===== src/rtl/inst_encoder_pkg.sv =====
// Shared opcode/funct codes, instruction field positions and FSM state type
// for the instruction encoder and its packing sub-module.
package inst_encoder_pkg;

  localparam logic [3:0] OP_RTYPE = 4'h0;
  localparam logic [3:0] OP_LDR   = 4'h1;
  localparam logic [3:0] OP_STR   = 4'h2;
  localparam logic [3:0] OP_ADDI  = 4'h3;
  localparam logic [3:0] OP_SUBI  = 4'h4;
  localparam logic [3:0] OP_BNE   = 4'h5;
  localparam logic [3:0] OP_JMP   = 4'h6;

  localparam logic [7:0] FN_ADD  = 8'h01;
  localparam logic [7:0] FN_SUB  = 8'h02;
  localparam logic [7:0] FN_SUBS = 8'h03;
  localparam logic [7:0] FN_AND  = 8'h04;
  localparam logic [7:0] FN_OR   = 8'h05;

  localparam int OPC_LSB = 14;
  localparam int RD_LSB  = 12;
  localparam int RS1_LSB = 10;
  localparam int RS2_LSB = 8;

  typedef enum logic [1:0] {
    ST_IDLE = 2'd0,
    ST_LOAD = 2'd1,
    ST_DONE = 2'd2
  } enc_state_t;

  function automatic logic funct_legal(input logic [7:0] funct);
    return funct inside {FN_ADD, FN_SUB, FN_SUBS, FN_AND, FN_OR};
  endfunction

endpackage


===== src/rtl/inst_encoder_pack.sv =====
// Combinational packing of one field tuple into an instruction word, with
// illegal-opcode/funct and I-type immediate range classification.
module inst_pack
  import inst_encoder_pkg::*;
#(
  parameter int INST_WIDTH = 18
) (
  input  logic [3:0]            opcode,
  input  logic [1:0]            rd,
  input  logic [1:0]            rs1,
  input  logic [1:0]            rs2,
  input  logic [7:0]            funct,
  input  logic [13:0]           imm,
  output logic [INST_WIDTH-1:0] word,
  output logic                  illegal,
  output logic                  out_of_range
);

  always_comb begin
    word         = '0;
    illegal      = 1'b0;
    out_of_range = 1'b0;
    word[OPC_LSB +: 4] = opcode;
    case (opcode)
      OP_RTYPE: begin
        word[RD_LSB +: 2]  = rd;
        word[RS1_LSB +: 2] = rs1;
        word[RS2_LSB +: 2] = rs2;
        word[7:0]          = funct;
        illegal            = !funct_legal(funct);
      end
      OP_LDR, OP_STR, OP_ADDI, OP_SUBI: begin
        word[RD_LSB +: 2]  = rd;
        word[RS1_LSB +: 2] = rs1;
        word[7:0]          = imm[7:0];
        // Only 8 immediate bits are stored, so the upper bits must be a pure sign extension.
        out_of_range       = (imm[13:8] != {6{imm[7]}});
      end
      OP_BNE, OP_JMP: begin
        word[13:0] = imm;
      end
      default: illegal = 1'b1;
    endcase
  end

endmodule


===== src/rtl/inst_encoder.sv =====
// Load-session controller: accepts field tuples, packs legal ones and writes
// them to consecutive instruction-memory addresses with a registered strobe.
module inst_encoder
  import inst_encoder_pkg::*;
#(
  parameter int ADDR_WIDTH = 8,
  parameter int INST_WIDTH = 18
) (
  input  logic                  i_clk,
  input  logic                  i_rst_n,
  input  logic                  i_start,
  input  logic [ADDR_WIDTH-1:0] i_base_addr,
  input  logic [ADDR_WIDTH:0]   i_len,
  input  logic                  i_valid,
  output logic                  o_ready,
  input  logic [3:0]            i_opcode,
  input  logic [1:0]            i_rd,
  input  logic [1:0]            i_rs1,
  input  logic [1:0]            i_rs2,
  input  logic [7:0]            i_funct,
  input  logic [13:0]           i_imm,
  output logic                  o_imem_we,
  output logic [ADDR_WIDTH-1:0] o_imem_addr,
  output logic [INST_WIDTH-1:0] o_imem_wdata,
  output logic                  o_busy,
  output logic                  o_done,
  output logic                  o_err_illegal,
  output logic                  o_err_range
);

  enc_state_t            state, next_state;
  logic [ADDR_WIDTH-1:0] addr_cnt;
  logic [ADDR_WIDTH:0]   remaining;
  logic [INST_WIDTH-1:0] packed_word;
  logic                  illegal, out_of_range;
  logic                  accept, legal_accept, start_ok, last_write;

  inst_pack #(.INST_WIDTH(INST_WIDTH)) u_pack (
    .opcode       (i_opcode),
    .rd           (i_rd),
    .rs1          (i_rs1),
    .rs2          (i_rs2),
    .funct        (i_funct),
    .imm          (i_imm),
    .word         (packed_word),
    .illegal      (illegal),
    .out_of_range (out_of_range)
  );

  assign accept       = i_valid && o_ready;
  assign legal_accept = accept && !illegal && !out_of_range;
  assign start_ok     = (state == ST_IDLE) && i_start;
  assign last_write   = legal_accept && (remaining == (ADDR_WIDTH+1)'(1));

  always_ff @(posedge i_clk) begin
    if (!i_rst_n) state <= ST_IDLE;
    else          state <= next_state;
  end

  always_comb begin
    next_state = state;
    o_ready    = (state == ST_LOAD);
    o_busy     = (state == ST_LOAD) || (state == ST_DONE);
    o_done     = (state == ST_DONE);
    case (state)
      ST_IDLE: if (i_start) next_state = (i_len != '0) ? ST_LOAD : ST_DONE;
      ST_LOAD: if (last_write) next_state = ST_DONE;
      ST_DONE: next_state = ST_IDLE;
      default: next_state = ST_IDLE;
    endcase
  end

  // Rejected tuples only raise their sticky flag; address and count stay put.
  always_ff @(posedge i_clk) begin
    if (!i_rst_n) begin
      addr_cnt      <= '0;
      remaining     <= '0;
      o_imem_we     <= 1'b0;
      o_imem_addr   <= '0;
      o_imem_wdata  <= '0;
      o_err_illegal <= 1'b0;
      o_err_range   <= 1'b0;
    end else begin
      o_imem_we <= legal_accept;
      if (start_ok) begin
        addr_cnt      <= i_base_addr;
        remaining     <= i_len;
        o_err_illegal <= 1'b0;
        o_err_range   <= 1'b0;
      end
      if (legal_accept) begin
        o_imem_addr  <= addr_cnt;
        o_imem_wdata <= packed_word;
        addr_cnt     <= addr_cnt + ADDR_WIDTH'(1);
        remaining    <= remaining - (ADDR_WIDTH+1)'(1);
      end
      if (accept && illegal)      o_err_illegal <= 1'b1;
      if (accept && out_of_range) o_err_range   <= 1'b1;
    end
  end

endmodule

===== config.mk =====
export PLATFORM = sky130hd
export DESIGN_NAME = inst_encoder
export DESIGN_NICKNAME = d
export VERILOG_FILES = /design/src/rtl/inst_encoder_pkg.sv /design/src/rtl/inst_encoder_pack.sv /design/src/rtl/inst_encoder.sv
export SDC_FILE = /design/constraint.sdc
export NUM_CORES = 1
export LEC_CHECK = 0
export CORE_MARGIN = 8
export CORE_UTILIZATION = 35
export CTS_BUF_LIST = sky130_fd_sc_hd__clkbuf_2 sky130_fd_sc_hd__clkbuf_4 sky130_fd_sc_hd__clkbuf_8
export DETAILED_ROUTE_END_ITERATION = 12
export GPL_TIMING_DRIVEN = 0
export PLACE_DENSITY_LB_ADDON = 0.2
export SLEW_MARGIN = 0
export SYNTH_ARGS = -nofsm -noshare
export SYNTH_HDL_FRONTEND = slang
export SYNTH_HIERARCHICAL = 1
export SYNTH_SLANG_ARGS = --single-unit

===== constraint.sdc =====
create_clock -name i_clk -period 2.9 [get_ports i_clk]
set_input_delay 0.435 -clock i_clk [delete_from_list [all_inputs] [get_ports i_clk]]
set_output_delay 0.435 -clock i_clk [all_outputs]
set_load 0.03 [all_outputs]

==> out/results.ini, run 1 <==
[status]
status = completed

[clock_network]
clk_pin_slew_ns = 0.09
insertion_delay_ns = 0.30
cts_root_buf = clkbuf_8
h-tree-depth = 2
cts_buffers = 5
clock-sinks = 48
tritoncts = built
cts_buffer_depth = 2

[flow_run]
drv_cap = 0

[detailed_routing]
antenna_left = 0
firstDrtPassIters = 4
drtIter0Drc = 117
drc = 0
via_count = 2821
avgRoutedWirePerCell_um = 15.4
viasPerCell = 5.31
routed_wl_um = 8180

[power]
powerDensity_mw_per_mm2 = 419
peakVddDrop_mv = 0.253
leakage_nw = 1.29

[timing]
worstMarginPinSlew_ns = 0.610
max_freq_ghz = 0.379
maxSlewHeadroom_pct = 59.3
setup-tns-final_ns = 0
finalSetupViolations = 0
clock_skew_ns = 0.00587
fin_crit_ns = 2.64
drv_slew = 0
period_share_pct = 90.9
rsz0062_at_grt = false
setup_ws_ns = 0.263
hold_viol_final = 0

[global_route]
grt_max_degree = 15
grt_pass1_vias = 2649
antenna_found_initial = 0
track_usage_pct = 15.2
grt_first_pass_wirelength_um = 12800
grt_overflow = 0

[placement]
hpwl_um = 6360
gp_congestion = 0.839
post-place-cells = 525
place_ws_ns = -0.295
io_buffer_count = 82

[floorplan]
row_count = 31
pin_count = 85
die_y_um = 103
die_area_sq_mm = 0.0106
start_util_pct = 36.4
coreArea_sq_mm = 0.00729
die_x_um = 103

[synthesis]
synth_edf_count = 0
ys_ff_latch = 48
synthDistinctLibCells = 48
synth-main-ff-cell = dfxtp_1
synthCells = 344
synthArstFlopShare_pct = 0
yosysSeqAreaShare_pct = 36.2
synth_fp_nets = 403
synth.avg_cell_area_sq_um = 7.72
synth_warnings = 6
synth_area_sq_mm = 0.00266

[final_layout]
fill_cells = 769
drive_gt1_share_pct = 9.26
area_growth_pct = 39.2
fin_cells = 531
nNetsFinal = 491
num_antenna_cells = 0

[critical_path]
cp_slowest_stage_delay_ns = 0.52
cp_max_fo = 10
crit_top_cell = buf_6
crit_path_start_kind = primary input
critPathCaptureType = register
cp_top_family = buffers and inverters
critPathArrivalTime_ns = 2.85
worstPathRequired_ns = 3.11
crit_chain = clkdlybuf4s50_1 > or3_1 > buf_6 > a31oi_1 > a211o_1 > and4bb_1 > buf_6 > nor2_1 > buf_4 > a211oi_1 > a311oi_1
path_buf_inv = 4
path_class = in -> reg
crit_path_top_delay_cell = clkdlybuf4s50_1

[min_path]
hp-class = in -> reg

layout by cell type (no fill, tap or decap), types with 3 or more instances in the layout:
master and n:
buf_4 5, a31oi_1 8, buf_2 9, a2111oi_2 8, nor2b_1 6, or3_1 3
ha_1 6, clkbuf_8 5, and3_1 6, inv_1 6, a311oi_1 5, nor2_1 30
o211ai_1 4, clkdlybuf4s50_1 80, buf_6 3, o31ai_1 3, dfxtp_1 48, a211oi_1 6
a22oi_1 10, nor3_1 5, clkbuf_1 6, a21oi_1 42, nor4_1 3, nand2_1 67
nand3_1 10, o21ai_0 11
timing repair:
| item | 4_1_cts | 5_1_grt |
|---|---|---|
| setup buffers | 0 | 0 |
| endpoints found under the setup margin | 0 | 41 |
| hold buffers | 0 | 0 |
| gates resized for setup | 0 | 6 |
| hold endpoints to repair | 0 | 0 |
layout make-up:
class,instances,area [sq um],area share [%]
clock inverters,2,12.5,0.338
flip-flops and latches,48,961,26.0
plain buffers,26,151,4.09
inverters,7,26.3,0.711
repair buffers,82,826,22.3
multi-input cells,262,1530,41.3
clock buffers,5,68.8,1.86
well taps,99,124,3.35
final timing paths:
| kind | cells after the start | slack [ns] | end | startpoint |
|---|---|---|---|---|
| max | 11 | 0.26 | remaining[6]$_SDFFE_PN0P_ | i_opcode[2] |
| min | 3 | 0.38 | o_imem_wdata[17]$_SDFFE_PN0P_ | i_opcode[3] |
| max reg2reg | 8 | 1.02 | remaining[6]$_SDFFE_PN0P_ | state[0]$_SDFFE_PN0P_ |
| min reg2reg | 2 | 0.46 | o_imem_addr[2]$_SDFFE_PN0P_ | o_imem_addr[2]$_SDFFE_PN0P_ |
worst register-to-register path: cells and delay by family, from the launching register on:
kind	cells	cell delay (ns)
adders and majority gates	1	0.14
AOI/OAI and AO/OA	2	0.26
and+or+nand+nor	2	0.54
buffers and inverters	3	0.53
DFF	1	0.32
state kept, by name (all words and copies together) (netlist names):
name and count:
o_imem_wdata 18, remaining 9, addr_cnt 8, o_imem_addr 8, state 2, o_err_illegal 1, o_err_range 1, o_imem_we 1
per-stage QoR:
stage | total power [mW] | hold WS, ns | area [sq um] | utilization, %
2_1_floorplan | 0.993 | 0.447 | 2660 | -
3_3_place_gp | 1.16 | 0.442 | 3600 | 49.4
3_5_place_dp | 1.17 | 0.447 | 3600 | 49.4
4_1_cts | 1.55 | 0.377 | 3680 | 50.5
5_1_grt | 1.63 | 0.370 | 3700 | 50.7
6_report | 1.55 | 0.380 | 3700 | 50.7
where the power goes:
part / internal, mW / switching (mW)
registers: 0.697 / 0.0369
clock network: 0.164 / 0.228
logic: 0.193 / 0.230
total: 1.05 / 0.494
kinds of logic (layout without fill, tap and decap cells):
| kind of cell | count (synthesis) | count (layout) | synth area share (%) |
|---|---|---|---|
| compound gates | 108 | 108 | 28.0 |
| fa+ha+maj | 6 | 6 | 2.83 |
| buf+inv | 34 | 122 | 6.83 |
| flops | 48 | 48 | 36.2 |
| mux | 1 | 1 | 0.424 |
| simple gates | 147 | 147 | 25.7 |
Yosys cell counts, drive strengths merged (2+ instances only):
cell	number	area share [%]
a2111oi	8	4.5
a211oi	6	1.7
a21oi	43	8.1
a22oi	10	2.8
a2bb2oi	2	0.66
a311oi	5	1.6
a31oi	8	1.9
a32oi	2	0.66
and2	2	0.47
and3	6	1.4
buf	18	4.5
clkbuf	9	1.3
dfxtp	48	36
ha	6	2.8
inv	6	0.85
nand2	68	9.7
nand3	10	1.9
nand3b	2	0.57
nand4	2	0.47
nor2	31	4.5
nor2b	6	1.4
nor3	6	1.1
nor4	4	1.2
o211ai	4	1.1
o21ai	11	2.1
o31ai	3	0.85
or3	3	0.71
or4	2	0.57
per-layer routing:
layer | global-route usage [%] | up-vias | share of wire [%]
met5 | 0 | - | 0
met4 | 3.67 | 0 | 1.1
met3 | 3.78 | 10 | 6.8
met2 | 24.8 | 72 | 47
met1 | 19.4 | 1320 | 45
li1 | - | 1419 | -
No activity file was read; power rests on OpenSTA's default activity.
==> inputs of run 2 (changes only) <==
Settings changed: CAP_MARGIN from default to 20.
==> results of run 2 <==
Final layout, timing and power as in run 1 (identical DEF).
==> inputs of run 3 (changes only) <==
--- a/config.mk
+++ b/config.mk
@@ -13,2 +13,3 @@
 export GPL_TIMING_DRIVEN = 0
+export HOLD_SLACK_MARGIN = 0.08
 export PLACE_DENSITY_LB_ADDON = 0.2
--- a/constraint.sdc
+++ b/constraint.sdc
@@ -3,2 +3,2 @@
 set_output_delay 0.435 -clock i_clk [all_outputs]
-set_load 0.03 [all_outputs]
+set_load 0.1 [all_outputs]
==> results of run 3 <==
The final DEF is identical to that of run 1. Status: completed.
Among the figures that moved: setup slack after layout 0.263 ns -> 0.258 ns; start point of the critical path i_opcode[2] -> state[1]$_SDFFE_PN0P_; end point of the critical path remaining[6]$_SDFFE_PN0P_ -> o_ready; total power 1.55 mW -> 1.62 mW; worst IR drop on VDD 0.253 mV -> 0.291 mV
